File: src/rtl/muldiv_pkg.sv
// Op/state encodings and latency helper shared by the multiply/divide unit.
// Latency depends on MULDIV_FAST_MUL_EN (radix-4 Booth multiply when defined).
package muldiv_pkg;

    localparam logic [2:0] MD_MULT  = 3'd0;
    localparam logic [2:0] MD_MULTU = 3'd1;
    localparam logic [2:0] MD_DIV   = 3'd2;
    localparam logic [2:0] MD_DIVU  = 3'd3;
    localparam logic [2:0] MD_MTHI  = 3'd4;
    localparam logic [2:0] MD_MTLO  = 3'd5;

    typedef enum logic [1:0] {ST_IDLE, ST_MUL, ST_DIV, ST_FIX} md_state_e;

    function automatic logic md_is_mul(input logic [2:0] op);
        return (op == MD_MULT) || (op == MD_MULTU);
    endfunction

    function automatic logic md_is_div(input logic [2:0] op);
        return (op == MD_DIV) || (op == MD_DIVU);
    endfunction

    function automatic logic md_is_signed(input logic [2:0] op);
        return (op == MD_MULT) || (op == MD_DIV);
    endfunction

    // Cycles from the start cycle to the done cycle, both counted; 0 for MTHI/MTLO.
    function automatic int unsigned md_latency(input logic [2:0] op, input int unsigned width,
                                               input logic b_zero);
        if (md_is_mul(op)) begin
`ifdef MULDIV_FAST_MUL_EN
            return width / 2 + 2;
`else
            return width + 2;
`endif
        end
        if (md_is_div(op)) return b_zero ? 2 : width + 2;
        return 0;
    endfunction

endpackage

File: src/rtl/muldiv_iter_core.sv
// One iteration of the multiply (shift-add or radix-4 Booth) / restoring-divide datapath.
// Booth recoding is built only when MULDIV_FAST_MUL_EN is defined.
module muldiv_iter_core #(
    parameter int unsigned WIDTH = 32,
    parameter int unsigned ACC_W = WIDTH
) (
    input  logic             is_div,
    input  logic [ACC_W-1:0] acc,
    input  logic [WIDTH-1:0] shreg,
    input  logic [WIDTH-1:0] dvsr,
`ifdef MULDIV_FAST_MUL_EN
    input  logic             booth,
    output logic             booth_next,
`endif
    output logic [ACC_W-1:0] acc_next,
    output logic [WIDTH-1:0] shreg_next
);

    logic [WIDTH:0]   div_shift;
    logic             div_ge;
    logic [WIDTH-1:0] div_diff;

    always_comb begin
        div_shift = {acc[WIDTH-1:0], shreg[WIDTH-1]};
        div_ge    = div_shift >= {1'b0, dvsr};
        // Remainder always fits WIDTH bits once the subtract is taken.
        div_diff  = div_shift[WIDTH-1:0] - dvsr;
    end

`ifdef MULDIV_FAST_MUL_EN
    logic [ACC_W-1:0] mcand_ext;
    logic [ACC_W-1:0] addend;
    logic [ACC_W-1:0] sum;

    always_comb begin
        mcand_ext = {{(ACC_W-WIDTH){1'b0}}, dvsr};
        case ({shreg[1:0], booth})
            3'b001, 3'b010: addend = mcand_ext;
            3'b011:         addend = mcand_ext << 1;
            3'b100:         addend = -(mcand_ext << 1);
            3'b101, 3'b110: addend = -mcand_ext;
            default:        addend = '0;
        endcase
        sum = acc + addend;
    end
`else
    logic [WIDTH:0] sum;

    always_comb begin
        sum = {1'b0, acc[WIDTH-1:0]} + (shreg[0] ? {1'b0, dvsr} : '0);
    end
`endif

    always_comb begin
        acc_next   = '0;
        shreg_next = '0;
`ifdef MULDIV_FAST_MUL_EN
        booth_next = 1'b0;
`endif
        if (is_div) begin
            if (div_ge) begin
                acc_next[WIDTH-1:0] = div_diff;
                shreg_next          = {shreg[WIDTH-2:0], 1'b1};
            end else begin
                acc_next[WIDTH-1:0] = div_shift[WIDTH-1:0];
                shreg_next          = {shreg[WIDTH-2:0], 1'b0};
            end
        end else begin
`ifdef MULDIV_FAST_MUL_EN
            acc_next   = {{2{sum[ACC_W-1]}}, sum[ACC_W-1:2]};
            shreg_next = {sum[1:0], shreg[WIDTH-1:2]};
            booth_next = shreg[1];
`else
            acc_next   = sum[WIDTH:1];
            shreg_next = {sum[0], shreg[WIDTH-1:1]};
`endif
        end
    end

endmodule

File: src/rtl/muldiv_unit.sv
// Iterative MULT/MULTU/DIV/DIVU unit holding HI/LO; FSM IDLE -> MUL|DIV -> FIX -> IDLE.
// Define MULDIV_FAST_MUL_EN for the radix-4 Booth multiply (WIDTH/2 iterations).
module muldiv_unit
    import muldiv_pkg::*;
#(
    parameter int unsigned WIDTH = 32
) (
    input  logic             clk,
    input  logic             reset,
    input  logic             start,
    input  logic [2:0]       op,
    input  logic [WIDTH-1:0] a,
    input  logic [WIDTH-1:0] b,
    input  logic             flush,
    output logic             busy,
    output logic             done,
    output logic             div_by_zero,
    output logic [WIDTH-1:0] hi,
    output logic [WIDTH-1:0] lo
);

    localparam int unsigned CNT_W = $clog2(WIDTH) + 1;
`ifdef MULDIV_FAST_MUL_EN
    localparam int unsigned ACC_W = WIDTH + 3;
`else
    localparam int unsigned ACC_W = WIDTH;
`endif

    md_state_e        state_q, state_d;
    logic [CNT_W-1:0] cnt_q, cnt_d;
    logic [ACC_W-1:0] acc_q, acc_d, acc_nxt;
    logic [WIDTH-1:0] shreg_q, shreg_d, shreg_nxt;
    logic [WIDTH-1:0] dvsr_q, dvsr_d;
    logic [WIDTH-1:0] hi_q, hi_d, lo_q, lo_d;
    logic             neg_q, neg_d, rneg_q, rneg_d, is_div_q, is_div_d, dbz_q, dbz_d;
`ifdef MULDIV_FAST_MUL_EN
    logic             booth_q, booth_d, booth_nxt, mtop_q, mtop_d;
`endif

    muldiv_iter_core #(
        .WIDTH (WIDTH),
        .ACC_W (ACC_W)
    ) u_core (
        .is_div     (state_q == ST_DIV),
        .acc        (acc_q),
        .shreg      (shreg_q),
        .dvsr       (dvsr_q),
`ifdef MULDIV_FAST_MUL_EN
        .booth      (booth_q),
        .booth_next (booth_nxt),
`endif
        .acc_next   (acc_nxt),
        .shreg_next (shreg_nxt)
    );

    logic             a_neg, b_neg, b_zero, accept;
    logic [WIDTH-1:0] a_mag, b_mag, mul_hi_raw, quo_fix, rem_fix, fix_hi, fix_lo;
    logic [2*WIDTH-1:0] prod, prod_fix;

    always_comb begin
        a_neg  = md_is_signed(op) & a[WIDTH-1];
        b_neg  = md_is_signed(op) & b[WIDTH-1];
        a_mag  = a_neg ? -a : a;
        b_mag  = b_neg ? -b : b;
        b_zero = (b == '0);
        // Ops 6/7 are not accepted; a start with flush never is.
        accept = start && !flush && (op <= MD_MTLO) &&
                 (state_q == ST_IDLE || state_q == ST_FIX);
    end

    always_comb begin
`ifdef MULDIV_FAST_MUL_EN
        // Booth treats the multiplier as signed; add back mcand*2^WIDTH if its MSB was set.
        mul_hi_raw = acc_q[WIDTH-1:0] + (mtop_q ? dvsr_q : '0);
`else
        mul_hi_raw = acc_q;
`endif
        prod     = {mul_hi_raw, shreg_q};
        prod_fix = neg_q ? -prod : prod;
        quo_fix  = neg_q ? -shreg_q : shreg_q;
        rem_fix  = rneg_q ? -acc_q[WIDTH-1:0] : acc_q[WIDTH-1:0];
        if (!is_div_q) begin
            fix_hi = prod_fix[2*WIDTH-1:WIDTH];
            fix_lo = prod_fix[WIDTH-1:0];
        end else if (dbz_q) begin
            fix_hi = shreg_q;
            fix_lo = '1;
        end else begin
            fix_hi = rem_fix;
            fix_lo = quo_fix;
        end
    end

    always_comb begin
        state_d  = state_q;
        cnt_d    = cnt_q;
        acc_d    = acc_q;
        shreg_d  = shreg_q;
        dvsr_d   = dvsr_q;
        hi_d     = hi_q;
        lo_d     = lo_q;
        neg_d    = neg_q;
        rneg_d   = rneg_q;
        is_div_d = is_div_q;
        dbz_d    = dbz_q;
`ifdef MULDIV_FAST_MUL_EN
        booth_d  = booth_q;
        mtop_d   = mtop_q;
`endif
        case (state_q)
            ST_MUL, ST_DIV: begin
                if (flush) begin
                    state_d = ST_IDLE;
                end else begin
                    acc_d   = acc_nxt;
                    shreg_d = shreg_nxt;
`ifdef MULDIV_FAST_MUL_EN
                    booth_d = booth_nxt;
`endif
                    cnt_d   = cnt_q - CNT_W'(1);
                    if (cnt_q == CNT_W'(1)) state_d = ST_FIX;
                end
            end
            ST_FIX: begin
                // Commits even under flush: the op has already retired.
                hi_d    = fix_hi;
                lo_d    = fix_lo;
                state_d = ST_IDLE;
            end
            default: ;
        endcase

        if (accept) begin
            dbz_d = 1'b0;
            if (op == MD_MTHI) begin
                hi_d = a;
            end else if (op == MD_MTLO) begin
                lo_d = a;
            end else begin
                acc_d    = '0;
                neg_d    = a_neg ^ b_neg;
                rneg_d   = a_neg;
                is_div_d = md_is_div(op);
                cnt_d    = CNT_W'(md_latency(op, WIDTH, b_zero) - 2);
`ifdef MULDIV_FAST_MUL_EN
                booth_d  = 1'b0;
                mtop_d   = b_mag[WIDTH-1];
`endif
                if (md_is_mul(op)) begin
                    state_d = ST_MUL;
                    shreg_d = b_mag;
                    dvsr_d  = a_mag;
                end else begin
                    dbz_d   = b_zero;
                    state_d = b_zero ? ST_FIX : ST_DIV;
                    shreg_d = b_zero ? a : a_mag;
                    dvsr_d  = b_mag;
                end
            end
        end
    end

    always_ff @(posedge clk) begin
        if (reset) begin
            state_q  <= ST_IDLE;
            cnt_q    <= '0;
            acc_q    <= '0;
            shreg_q  <= '0;
            dvsr_q   <= '0;
            hi_q     <= '0;
            lo_q     <= '0;
            neg_q    <= 1'b0;
            rneg_q   <= 1'b0;
            is_div_q <= 1'b0;
            dbz_q    <= 1'b0;
`ifdef MULDIV_FAST_MUL_EN
            booth_q  <= 1'b0;
            mtop_q   <= 1'b0;
`endif
        end else begin
            state_q  <= state_d;
            cnt_q    <= cnt_d;
            acc_q    <= acc_d;
            shreg_q  <= shreg_d;
            dvsr_q   <= dvsr_d;
            hi_q     <= hi_d;
            lo_q     <= lo_d;
            neg_q    <= neg_d;
            rneg_q   <= rneg_d;
            is_div_q <= is_div_d;
            dbz_q    <= dbz_d;
`ifdef MULDIV_FAST_MUL_EN
            booth_q  <= booth_d;
            mtop_q   <= mtop_d;
`endif
        end
    end

    assign busy        = (state_q == ST_MUL) || (state_q == ST_DIV);
    assign done        = (state_q == ST_FIX);
    assign div_by_zero = dbz_q;
    assign hi          = hi_q;
    assign lo          = lo_q;

endmodule
File: config.mk
export PLATFORM = sky130hd
export DESIGN_NAME = muldiv_unit
export DESIGN_NICKNAME = d
export VERILOG_FILES = /design/src/rtl/muldiv_pkg.sv /design/src/rtl/muldiv_iter_core.sv /design/src/rtl/muldiv_unit.sv
export SDC_FILE = /design/constraint.sdc
export NUM_CORES = 1
export LEC_CHECK = 0
export BUFFER_PORTS_ARGS = -buffer_cell sky130_fd_sc_hd__buf_2
export CAP_MARGIN = 20
export CORE_MARGIN = 1
export CORE_UTILIZATION = 45
export DETAILED_ROUTE_END_ITERATION = 10
export HOLD_SLACK_MARGIN = 0.1
export PLACE_DENSITY = 0.7
export SLEW_MARGIN = 20
export SYNTH_ARGS = -nofsm -noshare
export SYNTH_HDL_FRONTEND = slang
export SYNTH_HIERARCHICAL = 1
export SYNTH_SLANG_ARGS = --single-unit
File: constraint.sdc
create_clock -name clk -period 8 [get_ports clk]
set_input_delay 1.6 -clock clk [delete_from_list [all_inputs] [get_ports clk]]
set_output_delay 1.6 -clock clk [all_outputs]
set_load 0.02 [all_outputs]
==> flow_metrics.py <==
metrics = {
    "layout": {
        "post-route-util": 0.494,
        "nNetsFinal": 2562,
        "drive_above_1_share": 0.117,
        "instances_no_fill": 2942,
        "area_growth_pct": 8.02,
    },
    "sta": {
        "setup_violations": 0,
        "rsz0062_at_grt": "no",
        "setup_tns_ns": 0,
        "skew_ns": 0.0171,
        "finalCritPeriodShare": 0.521,
        "slew-limit-headroom": 0.186,
        "hold_viol_final": 0,
        "max_freq_mhz": 240,
        "post-route-min-period_ns": 4.17,
        "slew_viol_final": 0,
        "worst_pin_slew_ns": 1.21,
        "fin_ws_ns": 3.83,
    },
    "critical_path": {
        "worstSetupEndpointType": "flop",
        "cp-start-kind": "primary input",
        "critPathKind": "primary input to flop",
        "r2r_setup_slack_ns": 4.00,
        "crit_fanout": 25,
        "max_stage_delay_ns": 0.65,
        "crit_family": "simple AND/OR/NAND/NOR gates",
        "cp.depth": 8,
        "required_ns": 8.35,
        "cpMaxStageDelayCell": "nor4_2",
        "rr_worst_depth": 10,
        "cp_data_arrival_time_ns": 4.52,
        "startpoint": "b[12]",
        "crit_path_end": "shreg_q[23]",
        "path_buf_inv": 2,
        "rr_endpoint": "acc_q[22]",
        "crit_chain": "buf_2 -> or4_1 -> nor4_2 -> and4_1 -> buf_4 -> nor2_1 -> xor2_1 -> a221o_1",
        "crit-reg2reg-launch": "acc_q[7]",
    },
    "min_path": {
        "whs_path_depth": 2,
        "min_from": "dvsr_q[2]",
        "min_path_type": "flop to flop",
    },
    "clock_tree": {
        "cts_buffers": 17,
        "h-tree-depth": 4,
        "cts-root-buf": "clkbuf_16",
        "tritoncts": "yes",
        "cts.clk_slew.worst_paths_ns": 0.07,
        "cts_buffer_depth": 2,
        "ctsResizeCount": 0,
        "hold_buffers": 0,
        "post_cts_buffers": 0,
        "cts_sinks": 172,
        "clk_latency_ns": 0.47,
    },
    "placement": {
        "place_ws_ns": 3.42,
        "place_congestion": 1.01,
        "io_buffers": 137,
        "place_inst": 2907,
        "hpwl_um": 54800,
    },
    "floorplan": {
        "die_h_um": 198,
        "pin_count": 138,
        "die_w_um": 198,
        "coreArea_um2": 37800,
        "dieArea_um2": 39200,
        "start_util": 0.458,
        "row_count": 71,
    },
    "grt": {
        "antenna_found_initial": 1,
        "grt_pass1_wl_um": 112000,
        "grt_pass1_vias": 18000,
        "grt_overflow": 0,
        "grt_max_degree": 67,
        "grt_usage": 0.379,
    },
    "yosys": {
        "async_flop_share": 0,
        "synth_edf_count": 0,
        "netlist_area_um2": 17300,
        "netlist_instances": 2430,
        "synth_seq_cells": 172,
        "synthFlopType": "dfxtp_1",
        "post_synth.cell_area_avg_um2": 7.11,
        "synth_seq_area_share": 0.199,
        "yosys_warnings": 6,
        "syn_nets": 2576,
        "synth_cell_type_count": 96,
    },
    "detailed_routing": {
        "drt_iter0_markers": 2913,
        "ant_nets": 0,
        "drc_errors": 0,
        "vias": 20000,
        "viasPerCell": 6.78,
        "wl_um": 75700,
        "dr.pass1.iters": 8,
        "wl_per_cell_um": 25.7,
    },
    "power": {
        "power_density_nw_per_um2": 145,
        "p_total_uw": 2700,
        "ir_drop_mv": 0.160,
        "p_leak_uw": 0.00730,
    },
    "run_status": {
        "status": "complete, no violations",
    },
    "job": {
        "maxCapViolCount": 0,
    },
}
how the worst min path moves through the flow:
stage / slack (ns) / end
5_1_grt: 0.53 / dvsr_q[1]
3_3_place_gp: 0.47 / dvsr_q[2]
6_report: 0.49 / dvsr_q[2]
2_1_floorplan: 0.44 / dvsr_q[3]
4_1_cts: 0.49 / dvsr_q[2]
3_5_place_dp: 0.48 / dvsr_q[2]
cell usage after synthesis, types with 42 or more instances:
master	n	area (µm²)
nand3_1	60	300
mux2i_1	48	480
dfxtp_1	172	3440
nor3_1	85	425
or3_1	42	263
xor2_1	64	561
ha_1	73	913
nand2_1	290	1090
and2_1	46	288
inv_1	69	259
o21ai_0	114	571
a31oi_1	44	275
xnor2_1	112	981
clkbuf_1	165	619
a21oi_1	211	1060
nor2_1	199	747
worst register-to-register path, stage by stage, from the launching register on:
cell	delay, ns
dfxtp_1	0.81
ha_1	0.44
a21o_1	0.21
o21bai_1	0.18
o21ai_1	0.40
a21oi_1	0.24
a21oi_2	0.90
nor3_1	0.26
o22ai_1	0.23
nand2_1	0.08
a21oi_1	0.16
power breakdown:
group	switching, µW	internal, µW	total, µW
registers	64.7	885	950
logic	556	299	856
clock network	439	454	893
cells in the final DEF, fill, tap and decap left out, types with 20 or more instances in the layout:
master / instances
a311oi_1: 24
xnor2_1: 112
nor2_1: 198
mux2i_1: 48
and2_1: 47
o21a_1: 20
dfxtp_1: 172
o211ai_1: 29
nor3_1: 84
o31ai_1: 25
xor2_1: 64
o21ai_0: 114
buf_4: 33
a21o_1: 30
nor2b_1: 21
a211oi_1: 20
nand3_1: 59
inv_1: 69
a21oi_1: 210
nand4_1: 29
mux2_2: 31
buf_2: 136
or3_1: 42
nand2_1: 288
a31oi_1: 44
ha_1: 71
nor4_1: 37
or4_1: 27
o221ai_1: 30
layer usage:
metal | vias to the layer above | share of wire | GRT usage
li1 | 8915 | - | -
met2 | 1404 | 0.40 | 0.543
met3 | 288 | 0.13 | 0.0935
met4 | 2 | 0.063 | 0.220
met1 | 9348 | 0.41 | 0.513
met5 | - | 0.00016 | 0
logic make-up after synthesis:
| group | Yosys count | synth area share |
|---|---|---|
| AO/OA/AOI/OAI | 733 | 0.285 |
| XOR/XNOR | 176 | 0.0892 |
| adder cells (fa/ha/maj) | 75 | 0.0552 |
| buffers and inverters | 274 | 0.0627 |
| flip-flops | 172 | 0.199 |
| multiplexers | 79 | 0.0480 |
| AND/OR/NAND/NOR | 921 | 0.261 |
flip-flops by register name, summed over array words and instances, names as in the netlist:
name,flops
hi,32
cnt_q,6
div_by_zero,1
lo,32
rneg_q,1
shreg_q,32
acc_q,32
state_q,2
is_div_q,1
dvsr_q,32
neg_q,1
final cells by class:
type	instances	area, µm²
clock inverters	13	128
clock buffers	19	453
multi-input cells	1984	12800
well taps	511	639
fillers	3802	19100
diodes	2	5.00
inverters	72	270
flip-flops and latches	172	3440
repair buffers	169	928
per-stage QoR:
step	hold slack (ns)	area [µm²]
floorplan	0.440	17300
global placement	0.469	18100
detailed placement	0.477	18100
CTS	0.488	18700
global route	0.529	18700
finish	0.489	18700
No activity file was read; power rests on OpenSTA's default activity.
